## src/rtl/ddr3_pkg.sv

```systemverilog
// Shared definitions for the DDR3 command responder: command encodings,
// protocol-error bit positions, geometry and default timing values.
package ddr3_pkg;

    // {ras_n, cas_n, we_n} when cs_n=0 and cke=1
    typedef enum logic [2:0] {
        CMD_MRS   = 3'b000,
        CMD_REF   = 3'b001,
        CMD_PRE   = 3'b010,
        CMD_ACT   = 3'b011,
        CMD_WRITE = 3'b100,
        CMD_READ  = 3'b101,
        CMD_ZQ    = 3'b110,
        CMD_NOP   = 3'b111
    } ddr3_cmd_t;

    typedef enum logic {
        BANK_IDLE   = 1'b0,
        BANK_ACTIVE = 1'b1
    } bank_state_t;

    // err_flags bit positions
    localparam int ERR_ACT_OPEN = 0;  // ACT to an already open bank
    localparam int ERR_ACT_TRP  = 1;  // ACT before tRP elapsed
    localparam int ERR_RD_IDLE  = 2;  // READ to a closed bank
    localparam int ERR_RD_TRCD  = 3;  // READ before tRCD elapsed
    localparam int ERR_PRE_TRAS = 4;  // PRE before tRAS elapsed
    localparam int ERR_REF_OPEN = 5;  // REF with any bank open
    localparam int ERR_W        = 6;

    localparam int NUM_BANKS = 8;
    localparam int BA_W      = 3;
    localparam int ROW_W     = 14;
    localparam int COL_W     = 10;
    localparam int TMR_W     = 5;
    localparam int WORD_W    = 32;
    localparam int LINE_W    = 512;
    localparam int CNT_W     = 32;

    localparam int DEF_CL   = 6;
    localparam int DEF_TRCD = 5;
    localparam int DEF_TRP  = 5;
    localparam int DEF_TRAS = 15;

    // Timing counters count down to zero and then stay there
    function automatic logic [TMR_W-1:0] tmr_dec(input logic [TMR_W-1:0] v);
        return (v == '0) ? v : v - TMR_W'(1);
    endfunction

    // One 32-bit read word: {5'b0, bank, open row, column}
    function automatic logic [WORD_W-1:0] rd_word(input logic [BA_W-1:0]  b,
                                                  input logic [ROW_W-1:0] row,
                                                  input logic [COL_W-1:0] col);
        return {5'b0, b, row, col};
    endfunction

endpackage

```

## src/rtl/ddr3_bank_fsm.sv

```systemverilog
// Per-bank tracker: IDLE/ACTIVE state, open row, and the tRCD/tRAS/tRP
// down-counters. Flags protocol violations seen by commands aimed at this
// bank; commands always observe the counter value from before this edge.
module ddr3_bank_fsm
    import ddr3_pkg::*;
#(
    parameter int TRCD = DEF_TRCD,
    parameter int TRP  = DEF_TRP,
    parameter int TRAS = DEF_TRAS
) (
    input  logic             clk,
    input  logic             rst_n,
    input  logic             act_cmd,
    input  logic             pre_cmd,
    input  logic             rd_cmd,
    input  logic [ROW_W-1:0] row_in,
    output logic             bank_open,
    output logic [ROW_W-1:0] open_row,
    output logic             rd_accept,
    output logic             err_act_open,
    output logic             err_act_trp,
    output logic             err_rd_idle,
    output logic             err_rd_trcd,
    output logic             err_pre_tras
);

    localparam logic [TMR_W-1:0] TRCD_LD = TMR_W'(TRCD - 1);
    localparam logic [TMR_W-1:0] TRP_LD  = TMR_W'(TRP - 1);
    localparam logic [TMR_W-1:0] TRAS_LD = TMR_W'(TRAS - 1);

    bank_state_t      state, state_nxt;
    logic [ROW_W-1:0] row_nxt;
    logic [TMR_W-1:0] trcd_cnt, tras_cnt, trp_cnt;
    logic [TMR_W-1:0] trcd_nxt, tras_nxt, trp_nxt;

    // State, open row and timing counters
    always_ff @(posedge clk or negedge rst_n) begin
        if (!rst_n) begin
            state    <= BANK_IDLE;
            open_row <= '0;
            trcd_cnt <= '0;
            tras_cnt <= '0;
            trp_cnt  <= '0;
        end else begin
            state    <= state_nxt;
            open_row <= row_nxt;
            trcd_cnt <= trcd_nxt;
            tras_cnt <= tras_nxt;
            trp_cnt  <= trp_nxt;
        end
    end

    // Next state, counter reloads and violation checks for this bank
    always_comb begin
        state_nxt    = state;
        row_nxt      = open_row;
        trcd_nxt     = tmr_dec(trcd_cnt);
        tras_nxt     = tmr_dec(tras_cnt);
        trp_nxt      = tmr_dec(trp_cnt);
        rd_accept    = 1'b0;
        err_act_open = 1'b0;
        err_act_trp  = 1'b0;
        err_rd_idle  = 1'b0;
        err_rd_trcd  = 1'b0;
        err_pre_tras = 1'b0;
        case (state)
            BANK_IDLE: begin
                if (act_cmd) begin
                    state_nxt   = BANK_ACTIVE;
                    row_nxt     = row_in;
                    trcd_nxt    = TRCD_LD;
                    tras_nxt    = TRAS_LD;
                    err_act_trp = (trp_cnt != '0);
                end
                if (rd_cmd) begin
                    err_rd_idle = 1'b1;
                end
            end
            BANK_ACTIVE: begin
                if (act_cmd) begin
                    err_act_open = 1'b1;
                end
                if (rd_cmd) begin
                    rd_accept   = 1'b1;
                    err_rd_trcd = (trcd_cnt != '0);
                end
                if (pre_cmd) begin
                    state_nxt    = BANK_IDLE;
                    trp_nxt      = TRP_LD;
                    err_pre_tras = (tras_cnt != '0);
                end
            end
            default: state_nxt = BANK_IDLE;
        endcase
    end

    assign bank_open = (state == BANK_ACTIVE);

endmodule

```

## src/rtl/ddr3_cmd_responder.sv

```systemverilog
// DDR3 command-bus responder: decodes commands, tracks eight banks, returns
// a synthetic read line CL cycles after each accepted READ, and keeps sticky
// protocol-violation flags plus wrapping ACT/READ/PRE counts.
module ddr3_cmd_responder
    import ddr3_pkg::*;
#(
    parameter int CL   = DEF_CL,
    parameter int TRCD = DEF_TRCD,
    parameter int TRP  = DEF_TRP,
    parameter int TRAS = DEF_TRAS
) (
    input  logic              clk,
    input  logic              rst_n,
    input  logic              cke,
    input  logic              cs_n,
    input  logic              ras_n,
    input  logic              cas_n,
    input  logic              we_n,
    input  logic [BA_W-1:0]   ba,
    input  logic [ROW_W-1:0]  addr,
    input  logic              odt,
    output logic              rd_valid,
    output logic [LINE_W-1:0] rd_data,
    output logic [ERR_W-1:0]  err_flags,
    output logic [CNT_W-1:0]  act_seen,
    output logic [CNT_W-1:0]  rd_seen,
    output logic [CNT_W-1:0]  pre_seen
);

    ddr3_cmd_t cmd;
    logic      cmd_vld;
    logic      is_act, is_rd, is_pre, is_ref;

    logic [NUM_BANKS-1:0] act_cmd, pre_cmd, rd_cmd;
    logic [NUM_BANKS-1:0] bank_open, rd_accept;
    logic [NUM_BANKS-1:0] e_act_open, e_act_trp, e_rd_idle, e_rd_trcd, e_pre_tras;
    logic [ROW_W-1:0]     open_row [NUM_BANKS];

    logic                 rd_go_p0;
    logic [WORD_W-1:0]    word_p0;
    logic [CL-1:0]        vld_pn;
    logic [WORD_W-1:0]    word_pn [CL];
    logic [ERR_W-1:0]     err_set;

    // odt is accepted on the interface but has no function here
    logic unused_odt;
    assign unused_odt = odt;

    // Command decode; a deselected or clock-disabled cycle decodes as nothing
    always_comb begin
        cmd_vld = cke & ~cs_n;
        cmd     = ddr3_cmd_t'({ras_n, cas_n, we_n});
        is_act  = cmd_vld && (cmd == CMD_ACT);
        is_rd   = cmd_vld && (cmd == CMD_READ);
        is_pre  = cmd_vld && (cmd == CMD_PRE);
        is_ref  = cmd_vld && (cmd == CMD_REF);
    end

    for (genvar b = 0; b < NUM_BANKS; b++) begin : g_bank
        assign act_cmd[b] = is_act && (ba == BA_W'(b));
        assign rd_cmd[b]  = is_rd  && (ba == BA_W'(b));
        assign pre_cmd[b] = is_pre && (addr[10] || (ba == BA_W'(b)));

        ddr3_bank_fsm #(
            .TRCD (TRCD),
            .TRP  (TRP),
            .TRAS (TRAS)
        ) u_bank (
            .clk          (clk),
            .rst_n        (rst_n),
            .act_cmd      (act_cmd[b]),
            .pre_cmd      (pre_cmd[b]),
            .rd_cmd       (rd_cmd[b]),
            .row_in       (addr),
            .bank_open    (bank_open[b]),
            .open_row     (open_row[b]),
            .rd_accept    (rd_accept[b]),
            .err_act_open (e_act_open[b]),
            .err_act_trp  (e_act_trp[b]),
            .err_rd_idle  (e_rd_idle[b]),
            .err_rd_trcd  (e_rd_trcd[b]),
            .err_pre_tras (e_pre_tras[b])
        );
    end

    // ---- stage p0: READ accepted at the command edge, word formed from the open row
    assign rd_go_p0 = |rd_accept;
    assign word_p0  = rd_word(ba, open_row[ba], addr[COL_W-1:0]);

    // Read-valid shift chain; one slot per cycle of latency, cleared by reset
    always_ff @(posedge clk or negedge rst_n) begin
        if (!rst_n) begin
            vld_pn <= '0;
        end else begin
            vld_pn[0] <= rd_go_p0;
            for (int k = 1; k < CL; k++) begin
                vld_pn[k] <= vld_pn[k-1];
            end
        end
    end

    // Read-word shift chain travelling with vld_pn; its valid bit qualifies it
    always_ff @(posedge clk) begin
        word_pn[0] <= word_p0;
        for (int k = 1; k < CL; k++) begin
            word_pn[k] <= word_pn[k-1];
        end
    end

    // ---- output stage: line presented CL edges after the READ, held otherwise
    always_ff @(posedge clk or negedge rst_n) begin
        if (!rst_n) begin
            rd_valid <= 1'b0;
            rd_data  <= '0;
        end else begin
            rd_valid <= vld_pn[CL-1];
            if (vld_pn[CL-1]) begin
                rd_data <= {(LINE_W/WORD_W){word_pn[CL-1]}};
            end
        end
    end

    // Collect this cycle's violations from all banks plus the REF check
    always_comb begin
        err_set               = '0;
        err_set[ERR_ACT_OPEN] = |e_act_open;
        err_set[ERR_ACT_TRP]  = |e_act_trp;
        err_set[ERR_RD_IDLE]  = |e_rd_idle;
        err_set[ERR_RD_TRCD]  = |e_rd_trcd;
        err_set[ERR_PRE_TRAS] = |e_pre_tras;
        err_set[ERR_REF_OPEN] = is_ref && (|bank_open);
    end

    // Sticky error flags; only reset clears them
    always_ff @(posedge clk or negedge rst_n) begin
        if (!rst_n) begin
            err_flags <= '0;
        end else begin
            err_flags <= err_flags | err_set;
        end
    end

    // Wrapping command counts; a PRE-all is one command and counts once
    always_ff @(posedge clk or negedge rst_n) begin
        if (!rst_n) begin
            act_seen <= '0;
            rd_seen  <= '0;
            pre_seen <= '0;
        end else begin
            if (is_act) act_seen <= act_seen + CNT_W'(1);
            if (is_rd)  rd_seen  <= rd_seen  + CNT_W'(1);
            if (is_pre) pre_seen <= pre_seen + CNT_W'(1);
        end
    end

endmodule
```

## config.mk

```make
export PLATFORM = sky130hd
export DESIGN_NAME = ddr3_cmd_responder
export DESIGN_NICKNAME = d
export VERILOG_FILES = /design/src/rtl/ddr3_pkg.sv /design/src/rtl/ddr3_bank_fsm.sv /design/src/rtl/ddr3_cmd_responder.sv
export SDC_FILE = /design/constraint.sdc
export NUM_CORES = 1
export LEC_CHECK = 0
export CAP_MARGIN = 20
export CORE_MARGIN = 2
export CORE_UTILIZATION = 30
export CTS_CLUSTER_DIAMETER = 60
export DETAILED_ROUTE_END_ITERATION = 8
export HOLD_SLACK_MARGIN = 0.15
export PLACE_DENSITY_LB_ADDON = 0.25
export RECOVER_POWER = 100
export SLEW_MARGIN = 20
export SYNTH_ARGS = -nofsm -noshare
export SYNTH_HDL_FRONTEND = slang
export SYNTH_SLANG_ARGS = --single-unit
```

## constraint.sdc

```tcl
create_clock -name clk -period 5.4 [get_ports clk]
set_input_delay 0.54 -clock clk [delete_from_list [all_inputs] [get_ports clk]]
set_output_delay 0.54 -clock clk [all_outputs]
set_load 0.005 [all_outputs]
```

# After elaboration in Yosys (flattened, before gate mapping)
# Memories as Yosys holds them, arrays and structs flattened.
# Index checks and enable logic that the tools add are counted.
[word_totals]
ram_bits = 192
regBits = 861
memories = 1
[mem_list]
columns = ["memory", "words", "word_bits", "rd", "rd_ports_with_merged_regs", "write_ports", "line", "source"]
rows = [
  ["word_pn", 6, 32, 6, 0, 6, "ddr3_cmd_responder.sv:42", "logic [WORD_W-1:0] word_pn [CL];"],
]
[op_classes]
n_reduce_logical = 101
n_mux = 179
n_addsub = 27
bitwise = 12
eq_ne = 11
n_lt_le_gt_ge = 1
[ops]
columns = ["operator", "count"]
rows = [
  ["5-bit two-way mux", 72],
  ["5-bit zero test", 24],
  ["5-bit nonzero test", 24],
  ["5-bit by 1-bit subtractor with 5-bit output (second input constant)", 24],
  ["32-bit by 1-bit adder with 32-bit output (second input constant)", 3],
  ["1-bit two-way mux", 96],
  ["8-bit OR reduction", 7],
  ["14-bit binary-select mux with 3-bit select", 1],
  ["1-bit logical AND", 29],
  ["14-bit two-way mux", 2],
  ["1-bit one-hot mux with 2 select lines", 8],
  ["2-bit AND reduction", 8],
  ["3-bit == test (second input constant)", 5],
  ["3-bit by 2-bit == test with 1-bit output (second input constant)", 4],
  ["1-bit NOT", 9],
  ["1-bit logical OR", 8],
  ["3-bit by 1-bit == test with 1-bit output (second input constant)", 2],
  ["6-bit OR", 1],
  ["4-bit >= comparator (second input constant)", 1],
  ["3-bit NOT with 4-bit output", 1],
  ["3-bit zero test", 1],
  ["1-bit AND", 1],
]

# Depth between registers and ports, before layout
[depth]
ltp_word = 8
ltp_mapped = 8
depth_no_buf = 7

# Cells and area by module
# A second synthesis with hierarchy kept.
[unflattened]
hier_cells = 2328
area_unflattened_um2 = 24627.4
[modules_own_cells]
columns = ["module", "cells_per_inst", "area_each_um2", "instances"]
rows = [
  ["ddr3_cmd_responder", 1248, 13937.1, 1],
  ["ddr3_bank_fsm", 135, 1336.3, 8],
]

# Worst setup path after synthesis
# Ideal clock, no wire load.
[synth_timing]
path_type = "input to register"
from = "in cs_n"
to = "reg g_bank[4].u_bank.open_row[11]"
path_stages = 6
slack_ps = 3291
arrival_time_ps = 1984
n_path_buf = 2
path_cell_list = "nor3b_4 -> nand3_2 -> buf_6 -> nor4_4 -> buf_6 -> mux2_4"
[synth_via]
elab_chain_cells = 5
[synth_lines]
columns = ["item", "line", "source"]
rows = [
  ["from (decl)", "ddr3_cmd_responder.sv:15", "input logic cs_n,"],
  ["1-bit NOT", "ddr3_cmd_responder.sv:51", "cmd_vld = cke & ~cs_n;"],
  ["1-bit AND", "ddr3_cmd_responder.sv:51", ""],
  ["1-bit logical AND", "ddr3_cmd_responder.sv:53", "is_act = cmd_vld && (cmd == CMD_ACT);"],
  ["1-bit logical AND", "ddr3_cmd_responder.sv:60", "assign act_cmd[b] = is_act && (ba == BA_W'(b));"],
  ["2-bit AND reduction (no source line)", "-", ""],
  ["to (signal assigned)", "ddr3_bank_fsm.sv:46", "open_row <= row_nxt;"],
  ["to (decl)", "ddr3_bank_fsm.sv:18", "output logic [ROW_W-1:0] open_row,"],
]
# No other way between the ends.
# A chain may end at the register's enable or synchronous reset.

# Worst setup path in the final report
[layout_timing]
from = "in cke"
to = "reg g_bank[7].u_bank.open_row[12]"
[layout_via]
elab_chain_cells = 4
[layout_lines]
columns = ["item", "line", "source"]
rows = [
  ["from (decl)", "ddr3_cmd_responder.sv:14", "input logic cke,"],
  ["1-bit AND", "ddr3_cmd_responder.sv:51", ""],
  ["1-bit logical AND", "ddr3_cmd_responder.sv:53", ""],
  ["1-bit logical AND", "ddr3_cmd_responder.sv:60", ""],
  ["2-bit AND reduction (no source line)", "-", ""],
  ["to (signal assigned)", "ddr3_bank_fsm.sv:46", ""],
  ["to (decl)", "ddr3_bank_fsm.sv:18", ""],
]
# No other way between the ends.

==> flow_metrics.env <==
export IMPL_synth_fa_ha_area_share_pct=1.40
export IMPL_stdcell_area_um2=29600
export IMPL_critical_path_class="input pin to register"
export IMPL_numCtsBuffers=60
export IMPL_violations="capacitance limit, slew limit"
export IMPL_drv_cap=7
export IMPL_slowest_stage="nor3_2"
export IMPL_ys_types=63
export IMPL_fin_crit_sh_pct=72.1
export IMPL_clock_fmax_mhz=257
export IMPL_fp_dieArea_um2=82500
export IMPL_num_fill_cells=7706
export IMPL_seqCellArea_um2=12700
export IMPL_placed_cell_area_um2=27600
export IMPL_ctsLongestPathBuffers=3
export IMPL_maxSlewHeadroom_pct=-85.3
export IMPL_tns_ps=0
export IMPL_io_buffers=558
export IMPL_cts_resized=0
export IMPL_vias=15100
export IMPL_drtIter0Drc=747
export IMPL_yosysTopAreaCell="dfrtp_1"
export IMPL_p_leak_nw=14.6
export IMPL_wirelength_um=58000
export IMPL_coreArea_um2=79100
export IMPL_syn_to_final_growth_pct=22.9
export IMPL_grt_total_usage_pct=13.6
export IMPL_outcome="finished, violations left"
export IMPL_synth_top_area_share_pct=39.1
export IMPL_multi_input_area_um2=7530
export IMPL_synth_area_um2=24100
export IMPL_ios=640
export IMPL_route_detailed_drc=0
export IMPL_ys_ff_latch=538
export IMPL_clock_sinks=538
export IMPL_synthTopCellsByCount="486 x buf_4, 376 x dfrtp_1, 334 x nand2_1"
export IMPL_yosysWarnings=0
export IMPL_routabilityCongestion=0.808
export IMPL_synth_xor_area_share_pct=6.01
export IMPL_synthMuxAreaShare_pct=6.20
export IMPL_fin_cells=3513
export IMPL_ir_worst_vdd_mv=0.254
export IMPL_yosys_area_share_simple_pct=14.4
export IMPL_placementRows=103
export IMPL_synth_top_family_by_area="buffers and inverters"
export IMPL_crit_fanout=17
export IMPL_ys_async_sr_fraction_pct=69.9
export IMPL_grt_ovfl_total=0
export IMPL_power_density_nw_per_um2=398
export IMPL_die_y_um=287
export IMPL_ys_seq_area_share_pct=52.6
export IMPL_placedCellCount=3398
export IMPL_cp_arrival_ps=4400
export IMPL_worst_pin_slew_ps=2780
export IMPL_worst_setup_path_end_kind="register"
export IMPL_ys_flop_type="dfrtp_1"
export IMPL_wl_per_cell_um=16.5
export IMPL_finalCriticalPeriod_ps=3890
export IMPL_cts_reportedPaths_clkPinSlew_ps=60
export IMPL_clock_latency_ps=650
export IMPL_rsz0062_at_grt="no"
export IMPL_initial_core_util_pct=30.4
export IMPL_synth_edf_count=0
export IMPL_dp_hpwl_um=40200
export IMPL_die_w_um=287
export IMPL_syn_area_per_cell_um2=10.8
export IMPL_setup_viol=0
export IMPL_grt_pass1_wl_um=88900
export IMPL_synth_compound_area_share_pct=2.31
export IMPL_slew_viol_final=244
export IMPL_crit_path_start_kind="input pin"
export IMPL_hold_class="register to register"
export IMPL_cp_required_ps=5910
export IMPL_postSynthCellCount=2233
export IMPL_post_cts_buffers=0
export IMPL_ant_nets=0
export IMPL_ys_top_cells_by_area="dfrtp_1 39%, buf_4 15%, dfxtp_1 13%"
export IMPL_cts_root_buf="clkbuf_16"
export IMPL_antenna_found_initial=6
export IMPL_viasPerCell=4.30
export IMPL_critical_path_cell_chain="dlygate4sd3_1, nor3b_1, nand3_1, nor3_2, mux2_2"
export IMPL_h_tree_depth=2
export IMPL_cts_tree="yes"
export IMPL_hold_viol_final=0
export IMPL_drive_above_1_share_pct=9.42
export IMPL_nNetsFinal=2463
export IMPL_grt_max_degree=117
export IMPL_cpPeakStageDelay_ps=1500
export IMPL_dr_pass1_iters=7
export IMPL_cts_hold_fix_buffers=1
export IMPL_grt_pass1_vias=14900
export IMPL_skew_ps=47.8
export IMPL_synth_most_common_cell="buf_4"
stage by stage:
stage	utilization [%]	hold slack, ps	worst slack (ps)	total power, mW
after detailed placement	34.8	312	1850	7.69
final	37.4	286	1510	11.8
after CTS	37.5	280	2520	12.0
after global routing	37.4	290	1300	12.5
after floorplan	-	244	3290	6.93
after global placement	34.8	310	1660	7.50
per-layer routing:
| layer | GRT usage, % | vias up | part of all wire, % |
|---|---|---|---|
| met5 | 0 | - | 0.10 |
| met4 | 3.61 | 10 | 2.2 |
| met3 | 2.02 | 99 | 4.1 |
| met2 | 24.1 | 367 | 52 |
| met1 | 17.2 | 7501 | 42 |
| li1 | - | 7128 | - |
cells in the final DEF (no fill, tap or decap), types with 11 or more instances in the layout:
master         netlist  routed
dlygate4sd3_1        0     549
dfrtp_1            376     376
nand2_1            334     334
dfxtp_1            162     162
xnor2_1            145     145
nor2_1             128     128
conb_1               1      80
mux2_2              65      65
clkbuf_16            0      62
inv_1               57      57
nor3_1              50      50
o21ai_0             42      42
and3_1              39      39
nand3_1             35      37
nand4_1             34      34
mux4_2              30      30
ha_1                27      27
clkbuf_1            29      21
xor2_1              20      20
clkbuf_8             0      18
a21oi_1             15      15
nor4_1              10      13
nor4b_2              4      11
final timing paths:
kind,from,endpoint,slack [ps],depth (start not counted)
max reg2reg,pre_seen[0]$_DFFE_PN0P_,pre_seen[12]$_DFFE_PN0P_,2770,6
min reg2reg,word_pn[2][20]$_DFF_P_,word_pn[3][20]$_DFF_P_,290,0
max in group asynchronous,rst_n,g_bank[6].u_bank.trcd_cnt[2]$_DFF_PN0_,2330,3
min in group asynchronous,rst_n,act_seen[4]$_DFFE_PN0P_,1220,2
max,cke,g_bank[7].u_bank.open_row[12]$_DFFE_PN0P_,1510,5
min,word_pn[2][20]$_DFF_P_,word_pn[3][20]$_DFF_P_,290,0
cells by family after synthesis:
| kind of cell | count (synthesis) |
|---|---|
| AND/OR/NAND/NOR | 712 |
| buffers and inverters | 597 |
| flip-flops | 538 |
| XOR/XNOR | 165 |
| multiplexers | 101 |
| AO/OA/AOI/OAI | 92 |
| adder cells (fa/ha/maj) | 27 |
| other | 1 |
sequential cells by signal, summed over array words and instances (netlist names):
register and cells:
rd_data 27, pre_seen 32, g_bank.u_bank.trp_cnt 40, g_bank.u_bank.trcd_cnt 40, g_bank.u_bank.tras_cnt 40, err_flags 6, rd_valid 1, act_seen 32
word_pn 162, g_bank.u_bank.open_row 112, g_bank.u_bank.bank_open 8, rd_seen 32, vld_pn 6
critical path: cells and delay by family:
family / cells / cell delay (ps)
AND/OR/NAND/NOR: 3 / 2830
buffers and inverters: 1 / 550
multiplexers: 1 / 440
where the power goes:
| group | switching [mW] | internal (mW) |
|---|---|---|
| logic | 1.16 | 1.22 |
| registers | 0.498 | 4.64 |
| clock network | 1.72 | 2.52 |
| total | 3.37 | 8.38 |
layout make-up:
cell class	instances	share of cell area (%)
clock inverter	21	1.01
sequential	538	42.8
timing repair buffer	577	19.3
clock buffer	92	6.24
inverter	57	0.724
antenna	1	0.00846
tap	1050	4.44
multi-input combinational	1177	25.5
Note: power is estimated with default switching activity, not from simulation.
